### src/rtl/seg_pkg.sv
// Shared types and 7-segment glyph table for the seg_key_display block.
package seg_pkg;

    typedef enum logic {
        ST_DISPLAY = 1'b0,
        ST_EDIT    = 1'b1
    } state_t;

    // Segment order is {g,f,e,d,c,b,a}, active-high.
    localparam logic [6:0] SEG_0     = 7'h3F;
    localparam logic [6:0] SEG_1     = 7'h06;
    localparam logic [6:0] SEG_2     = 7'h5B;
    localparam logic [6:0] SEG_3     = 7'h4F;
    localparam logic [6:0] SEG_4     = 7'h66;
    localparam logic [6:0] SEG_5     = 7'h6D;
    localparam logic [6:0] SEG_6     = 7'h7D;
    localparam logic [6:0] SEG_7     = 7'h07;
    localparam logic [6:0] SEG_8     = 7'h7F;
    localparam logic [6:0] SEG_9     = 7'h6F;
    localparam logic [6:0] SEG_BLANK = 7'h00;

    function automatic logic [6:0] bcd_to_seg(input logic [3:0] bcd);
        logic [6:0] seg;
        case (bcd)
            4'd0:    seg = SEG_0;
            4'd1:    seg = SEG_1;
            4'd2:    seg = SEG_2;
            4'd3:    seg = SEG_3;
            4'd4:    seg = SEG_4;
            4'd5:    seg = SEG_5;
            4'd6:    seg = SEG_6;
            4'd7:    seg = SEG_7;
            4'd8:    seg = SEG_8;
            4'd9:    seg = SEG_9;
            default: seg = SEG_BLANK;
        endcase
        return seg;
    endfunction

endpackage

### src/rtl/key_debounce.sv
// Push-button conditioner: 2-FF synchroniser, stability counter, and a
// one-cycle press pulse on the accepted rising level.
module key_debounce #(
    parameter logic [15:0] DEBOUNCE_CYCLES = 16'd50000
) (
    input  logic clk,
    input  logic rst,
    input  logic key_i,
    output logic level_o,
    output logic press_o
);

    logic        sync1;
    logic        sync2;
    logic        valid1;
    logic        valid2;
    logic        armed;
    logic        level_prev;
    logic [15:0] cnt;

    // The valid chain marks when sync2 holds a real post-reset sample; a press
    // is only armed once the key has been seen released, so a key held through
    // reset never produces a pulse until it is released and pressed again.
    always_ff @(posedge clk) begin
        if (rst) begin
            sync1      <= 1'b0;
            sync2      <= 1'b0;
            valid1     <= 1'b0;
            valid2     <= 1'b0;
            armed      <= 1'b0;
            level_o    <= 1'b0;
            level_prev <= 1'b0;
            press_o    <= 1'b0;
            cnt        <= 16'd0;
        end else begin
            sync1      <= key_i;
            sync2      <= sync1;
            valid1     <= 1'b1;
            valid2     <= valid1;
            if (valid2 && !sync2) begin
                armed <= 1'b1;
            end
            if (sync2 != level_o) begin
                if (cnt == DEBOUNCE_CYCLES) begin
                    level_o <= sync2;
                    cnt     <= 16'd0;
                end else begin
                    cnt <= cnt + 16'd1;
                end
            end else begin
                cnt <= 16'd0;
            end
            level_prev <= level_o;
            press_o    <= level_o & ~level_prev & armed;
        end
    end

endmodule

### src/rtl/seg_key_display.sv
// N-digit BCD counter with mode/add buttons and a multiplexed 7-segment driver.
// Define SEG_BLINK_EN to blink the digit under edit.
module seg_key_display
    import seg_pkg::*;
#(
    parameter int          DIGITS          = 4,
    parameter logic [15:0] DEBOUNCE_CYCLES = 16'd50000,
    parameter logic [15:0] SCAN_DIV        = 16'd1000
`ifdef SEG_BLINK_EN
    ,
    parameter int          BLINK_BIT       = 22
`endif
) (
    input  logic                  clk,
    input  logic                  rst,
    input  logic                  key_mode_i,
    input  logic                  key_add_i,
    output logic [6:0]            seg_o,
    output logic [DIGITS-1:0]     dig_o,
    output logic [4*DIGITS-1:0]   value_o,
    output logic                  edit_o,
    output logic [2:0]            sel_o,
    output logic                  ovf_o
);

    localparam logic [2:0] SEL_MAX = 3'(DIGITS - 1);

    logic                mode_press;
    logic                add_press;
    logic                mode_level;
    logic                add_level;
    logic                unused_levels;
    state_t              state;
    logic [4*DIGITS-1:0] value_inc;
    logic [4*DIGITS-1:0] value_edit;
    logic                carry;
    logic [15:0]         presc;
    logic [2:0]          scan_idx;
    logic [2:0]          next_idx;
    logic [DIGITS-1:0]   dig_next;
    logic [3:0]          scan_nibble;
    logic [6:0]          seg_next;

    key_debounce #(.DEBOUNCE_CYCLES(DEBOUNCE_CYCLES)) u_mode_key (
        .clk     (clk),
        .rst     (rst),
        .key_i   (key_mode_i),
        .level_o (mode_level),
        .press_o (mode_press)
    );

    key_debounce #(.DEBOUNCE_CYCLES(DEBOUNCE_CYCLES)) u_add_key (
        .clk     (clk),
        .rst     (rst),
        .key_i   (key_add_i),
        .level_o (add_level),
        .press_o (add_press)
    );

    assign unused_levels = mode_level ^ add_level;

    // Whole-number decimal increment with ripple carry; carry out means wrap.
    always_comb begin
        value_inc = value_o;
        carry     = 1'b1;
        for (int i = 0; i < DIGITS; i++) begin
            if (carry) begin
                if (value_o[4*i +: 4] == 4'd9) begin
                    value_inc[4*i +: 4] = 4'd0;
                end else begin
                    value_inc[4*i +: 4] = value_o[4*i +: 4] + 4'd1;
                    carry               = 1'b0;
                end
            end
        end
    end

    always_comb begin
        value_edit = value_o;
        for (int i = 0; i < DIGITS; i++) begin
            if (sel_o == 3'(i)) begin
                value_edit[4*i +: 4] = (value_o[4*i +: 4] == 4'd9) ? 4'd0 : value_o[4*i +: 4] + 4'd1;
            end
        end
    end

    // Mode wins over a coincident add pulse.
    always_ff @(posedge clk) begin
        if (rst) begin
            state   <= ST_DISPLAY;
            edit_o  <= 1'b0;
            sel_o   <= 3'd0;
            value_o <= '0;
            ovf_o   <= 1'b0;
        end else begin
            ovf_o <= 1'b0;
            if (mode_press) begin
                if (state == ST_DISPLAY) begin
                    state  <= ST_EDIT;
                    edit_o <= 1'b1;
                    sel_o  <= 3'd0;
                end else if (sel_o == SEL_MAX) begin
                    state  <= ST_DISPLAY;
                    edit_o <= 1'b0;
                    sel_o  <= 3'd0;
                end else begin
                    sel_o <= sel_o + 3'd1;
                end
            end else if (add_press) begin
                if (state == ST_DISPLAY) begin
                    value_o <= value_inc;
                    ovf_o   <= carry;
                end else begin
                    value_o <= value_edit;
                end
            end
        end
    end

`ifdef SEG_BLINK_EN
    logic [BLINK_BIT:0] blink_cnt;

    always_ff @(posedge clk) begin
        if (rst || mode_press) begin
            blink_cnt <= '0;
        end else begin
            blink_cnt <= blink_cnt + (BLINK_BIT + 1)'(1);
        end
    end
`endif

    always_comb begin
        next_idx = scan_idx;
        if (presc == SCAN_DIV - 16'd1) begin
            next_idx = (scan_idx == SEL_MAX) ? 3'd0 : scan_idx + 3'd1;
        end
        dig_next    = '0;
        scan_nibble = 4'd0;
        for (int i = 0; i < DIGITS; i++) begin
            if (next_idx == 3'(i)) begin
                dig_next[i] = 1'b1;
                scan_nibble = value_o[4*i +: 4];
            end
        end
        seg_next = bcd_to_seg(scan_nibble);
`ifdef SEG_BLINK_EN
        if (state == ST_EDIT && next_idx == sel_o && blink_cnt[BLINK_BIT]) begin
            seg_next = SEG_BLANK;
        end
`endif
    end

    // Digit enable and segments are registered together so they switch on the same edge.
    always_ff @(posedge clk) begin
        if (rst) begin
            presc    <= 16'd0;
            scan_idx <= 3'd0;
            dig_o    <= DIGITS'(1);
            seg_o    <= SEG_0;
        end else begin
            presc    <= (presc == SCAN_DIV - 16'd1) ? 16'd0 : presc + 16'd1;
            scan_idx <= next_idx;
            dig_o    <= dig_next;
            seg_o    <= seg_next;
        end
    end

endmodule

### config.mk
export PLATFORM = sky130hd
export DESIGN_NAME = seg_key_display
export DESIGN_NICKNAME = d
export VERILOG_FILES = /design/src/rtl/seg_pkg.sv /design/src/rtl/key_debounce.sv /design/src/rtl/seg_key_display.sv
export SDC_FILE = /design/constraint.sdc
export NUM_CORES = 1
export LEC_CHECK = 0
export CAP_MARGIN = 20
export CELL_PAD_IN_SITES_DETAIL_PLACEMENT = 1
export CELL_PAD_IN_SITES_GLOBAL_PLACEMENT = 2
export CORE_MARGIN = 2
export CORE_UTILIZATION = 42
export DETAILED_ROUTE_END_ITERATION = 12
export DONT_BUFFER_PORTS = 1
export HOLD_SLACK_MARGIN = 0.15
export PLACE_DENSITY = 0.89
export SLEW_MARGIN = 20
export SYNTH_ARGS = -nofsm -noshare
export SYNTH_HDL_FRONTEND = slang
export SYNTH_SLANG_ARGS = --single-unit
### constraint.sdc
create_clock -name clk -period 6.3 [get_ports clk]
set_clock_uncertainty 0.1 [all_clocks]
set_input_delay 1.26 -clock clk [delete_from_list [all_inputs] [get_ports clk]]
set_output_delay 1.26 -clock clk [all_outputs]
set_load 0.005 [all_outputs]
## Word-level counts from Yosys, hierarchy flattened

Memories as Yosys holds them, arrays and structs flattened. A register that Yosys moved wholly into a read port is not among the register bits.
Index checks and enable logic that the tools add are counted.

- Register bits: 91
- Memory bits (read-only): 112
- Input bits: 4
- Output and inout port bits: 32
- Logic and storage cells: 123
- Memories: 1

- $add $sub $neg: 9
- Equal/unequal tests: 20
- Multiplexer cells: 35
- Bitwise operators: 11
- Reduce and logical (&&, ||, !) cells: 20

Memory list:

| memory | words | bits a word | rd ports | clocked after memory_dff | wr ports | line | text |
|---|---|---|---|---|---|---|---|
| (no name shown) | 16 | 7 | 1 | 1 | 0 | seg_pkg.sv:24 | `case (bcd)` |

Operator list:

| kind | count |
|---|---|
| $mux 4 | 15 |
| $add 16x1->16 const B | 3 |
| $eq 16x16->1 const B | 2 |
| $add 4x1->4 const B | 4 |
| $eq 16x10->1 const B | 1 |
| $eq 4x4->1 const B | 4 |
| $mux 16 | 1 |
| $eq 3x2->1 const B | 5 |
| $mux 1 | 15 |
| $mux 3 | 4 |
| $reduce_and 4->1 | 3 |
| $ne 2x1->1 const B | 4 |
| $not 1->1 | 7 |
| $add 3x1->3 const B | 2 |
| $eq 3x1->1 const B | 2 |
| $logic_not 3->1 | 2 |
| $reduce_and 2->1 | 3 |
| $reduce_bool 2->1 | 3 |
| $reduce_or 3->1 | 2 |
| $reduce_or 5->1 | 1 |
| $and 1x1->1 | 4 |
| $reduce_and 3->1 | 1 |
| $logic_and 1x1->1 | 2 |
| $logic_not 1->1 | 2 |
| other kinds (2) | 3 |

## Logic depth before layout (Yosys ltp)

- Depth after elaboration: 8
- Mapped depth: 12
- Gate-level depth less buffers: 11

## Modules after synthesis

Synthesis repeated with hierarchy kept, for this count alone.

- Cells, all modules: 499
- Area, all modules: 4654.5 um2

Modules (own cells, without submodules):

| module | instances | cells each | area each (um2) | sequential area each (um2) |
|---|---|---|---|---|
| seg_key_display | 1 | 295 | 2600.0 | 1041.0 |
| key_debounce | 2 | 102 | 1027.2 | 480.5 |

## Worst setup path before layout

Ideal clock, no wire load.

- Path type: register to register
- Start: reg presc[0]
- End: reg seg_o[0]
- Library setup time: 0.069 ns
- Arrival time: 2.425 ns
- Required time: 6.131 ns
- Slack: 3.706 ns
- Stages on the path, launching flop included: 12
- Buffers on the path: 1
- Period minus slack after synthesis: 2.594 ns
- Path through: dfxtp_1 -> ha_1 -> and4bb_1 -> nand4_4 -> clkbuf_8 -> nor2_1 -> a21oi_4 -> o21ai_0 -> inv_1 -> ha_1 -> mux2_4 -> o21ai_1

- Word-level cells in the longest chain between the ends: 7
- Elaborated cells on any way between the ends: 10
- Classes of those cells: eq/ne: 4; mux: 5; reduce/logical: 1

RTL lines:

| what | line | text |
|---|---|---|
| from (decl) | seg_key_display.sv:37 | `logic [15:0] presc;` |
| from (signal assigned) | seg_key_display.sv:161 | `presc <= (presc == SCAN_DIV - 16'd1) ? 16'd0 : presc + 16'd1;` |
| $eq 16x10->1 (*) | seg_key_display.sv:134 | `if (presc == SCAN_DIV - 16'd1) begin` |
| $mux 3 (*) | seg_key_display.sv:134 |  |
| $logic_not 3->1 | seg_key_display.sv:140 | `if (next_idx == 3'(i)) begin` |
| $mux 4 (3 in a row) | seg_key_display.sv:140 |  |
| $mux 4 (*) | seg_key_display.sv:140 |  |
| to (decl) | seg_key_display.sv:18 | `output logic [6:0] seg_o,` |

Every way passes the cells marked *; elsewhere a longest branch is shown, timed or not.
A chain may end at the register's enable or synchronous reset.

## Worst setup path in the final report

Ends and elaborated chain as after synthesis.

==> reports/qor.txt <==
=================================================================================
Static power due to leakage ........................................      1.68 nW
Synthesized area divided by synthesized cell count .................    8.90 um^2
Maximum number of pins on one net before global-route repair .......           43
Total nets after synthesis .........................................          521
Status ............................................................. finished clean
Cells resized by post-CTS repair ...................................            0
Switching pwr ......................................................     0.247 mW
Fraction of the cycle the final worst path needs ...................        47.8%
Initial cell density of the core ...................................        43.2%
Die span in x ......................................................       107 um
TritonCTS clock tree ...............................................        built
Total setup violations reported at the end of the flow .............            0
Worst slew pin tran ................................................     0.552 ns
Kind of end point of the critical path .............................         flop
Row count ..........................................................           37
Pwr/cell area ......................................................  239 nW/um^2
Internal portion of total power ....................................     0.896 mW
GRT Total Usage ....................................................        18.0%
Total design power .................................................      1.14 mW
Die height .........................................................       107 um
Hold slack final ...................................................     0.347 ns
Combinational cell fraction of total power .........................         1.0%
Total via count after detailed routing .............................         3388
Length of the first detailed-routing pass in iterations ............            4
Seq. cell area .....................................................    1960 um^2
Post-CTS setup buffer count ........................................            0
RePlAce Congestion .................................................        0.736
Most common library cell in the layout ignoring fill and taps ......      dfxtp_1
Antenna violations before repair ...................................            0
Overall die area ...................................................   11500 um^2
Max Root-Sink Buffers ..............................................            2
Number of vias per cell ............................................         5.30
Clock group share of total power ...................................        44.1%
Total clock sinks ..................................................           98
Clock root buffer master ...........................................     clkbuf_8
Total count of max-transition violations in the final report .......            0
Share of flip-flops with an asynchronous set or reset ..............           0%
CTS Buf Count ......................................................            9
Number of synthesized flops with an enable pin .....................            0
Count of buffers from port buffering ...............................            0
Yosys warns ........................................................            0
Footprint of the multi-input gates .................................    2300 um^2
Worst Path Max Fanout ..............................................           13
Number of hold buffers added after cts .............................            0
Highest clock rate .................................................      332 MHz
Number of global-route vias before repair ..........................         3487
Worst R2R Setup Slack ..............................................      3.29 ns
Number of unique standard cell types used by synthesis .............           51
Data arrival, critical path ........................................      3.21 ns
Average wire per standard cell .....................................      14.7 um
Number of ports placed on the die boundary .........................           36
Floorplan core area ................................................   10300 um^2
Cell area after synthesis ..........................................    4460 um^2
Hold violation total from the final report .........................            0
Final critical path time including I/O delays and setup ............      3.01 ns
Seq/Total Area, Yosys ..............................................        44.0%
Remaining antenna violation count after routing ....................            0
Largest vdd supply drop ............................................     0.124 mV
Unrepaired setup endpoints after global routing ....................           no
DR DRC count .......................................................            0
Source-to-sink clock delay at the later pin of the worst-skew pair .      0.37 ns
Count of maximum capacitance violations ............................            0
Worst Path Class, Setup ............................................      reg2reg
Number of levels the H-tree was split into .........................            3
Layout overhead on the synthesized area ............................        7.16%
Most used flip-flop cell after synthesis ...........................      dfxtp_1
Clock transition at the registers of the reported paths ............      0.10 ns
Post-layout utilization of the core ................................        46.3%
Register share of total power ......................................        54.9%
Setup WS post-layout ...............................................      3.29 ns
Half-perimeter wire length of the detailed placement result ........      6710 um
Violation count after the first detailed-route iteration ...........           86
Gate Count Post-Synth ..............................................          501
Slew margin rel. ...................................................        63.2%
Number of nets in the final layout .................................          518
Diode insertion count for antenna repair ...........................            0
Share of total power consumed by net switching .....................        21.6%
Startpoint type of the worst setup path ............................         flop
Setup total negative slack .........................................         0 ns
Worst slack, placed ................................................      3.27 ns
Total global routing overflow ......................................            0
Register bit total from synthesis ..................................           98
Worst hold path type ...............................................      reg2reg
Wire length of the first global-routing pass .......................     16700 um
Layout cell share with drive strength beyond 1 .....................        5.77%
Commonest cells after routing, fill and taps aside ................. dfxtp_1 (98), nor2_1 (81), nand2_1 (34), inv_1 (26), a21oi_1 (25)
Aggregate routed wire length .......................................      9420 um
Req. time, crit path ...............................................      6.50 ns
Number of filler instances in the final layout .....................         1203
=================================================================================
logic make-up after synthesis:
family / share of synthesized area [%]
AO/OA/AOI/OAI: 8.23
XOR/XNOR: 8.84
adder cells (fa/ha/maj): 4.72
buffers and inverters: 4.44
flip-flops: 44.0
multiplexers: 4.01
AND/OR/NAND/NOR: 25.7
state kept, by name, summed over array words and instances, names as in the netlist, 3 cells and up:
register        flops
dig_o               4
u_add_key.cnt      16
value_o            16
scan_idx            3
u_mode_key.cnt     16
presc              16
sel_o               3
seg_o               7
cell usage after synthesis, types with 10 or more instances:
| master | count | area share [%] |
|---|---|---|
| dfxtp_1 | 98 | 44 |
| nor2_1 | 81 | 6.8 |
| nand2_1 | 34 | 2.9 |
| inv_1 | 26 | 2.2 |
| a21oi_1 | 25 | 2.8 |
| xnor2_1 | 24 | 4.7 |
| xor2_1 | 21 | 4.1 |
| nand3_1 | 20 | 2.2 |
| o21ai_0 | 20 | 2.2 |
| ha_1 | 16 | 4.5 |
| nor2b_1 | 16 | 2.2 |
| nor3_1 | 12 | 1.3 |
| mux2i_1 | 10 | 2.2 |
per-layer routing:
layer	vias to the layer above	GRT usage (%)	wire length, um	part of all wire, %
li1	1690	-	-	-
met1	1649	21.4	4280	45
met2	38	31.2	4620	49
met3	11	5.59	363	3.9
met4	0	5.57	147	1.6
met5	-	0	0	0
worst max-delay path, cell delays in order (launching register included):
cell      delay [ns]
dfxtp_1         0.38
ha_1            0.26
and4bb_1        0.26
nand4_4         0.25
mux2i_4         0.32
mux2i_1         0.15
o21ai_0         0.42
inv_1           0.19
ha_1            0.24
mux2_4          0.26
o21ai_1         0.11
power by group through the flow:
stage                     Clock [mW]  Combinational [mW]  Sequential (mW)
after global routing           0.547              0.0138            0.628
after floorplan                    0              0.0135            0.641
after detailed placement           0              0.0121            0.642
after CTS                      0.518              0.0121            0.627
after global placement             0              0.0113            0.641
final                          0.504              0.0115            0.627
per-stage QoR:
stage          instance area [um^2]  cells
2_1_floorplan                  4460    501
3_3_place_gp                   4530    623
5_1_grt                        4780    639
3_5_place_dp                   4530    623
4_1_cts                        4780    639
6_report                       4780    639
cell type report:
class,count,area share (%)
clock buffer,9,2.59
inverter,26,2.04
clock inverter,7,2.62
multi-input combinational,363,48.1
tap,136,3.56
sequential,98,41.1
path summary, 6_finish.rpt:
check                                        from          endpoint  cells past startpoint
worst max register to register           presc[0]          seg_o[0]                     10
worst max-delay path                     presc[0]          seg_o[0]                     10
worst min register to register  u_mode_key.valid1  u_add_key.valid2                      1
worst min-delay path            u_mode_key.valid1  u_add_key.valid2                      1
(Power assumes the default switching activity.)
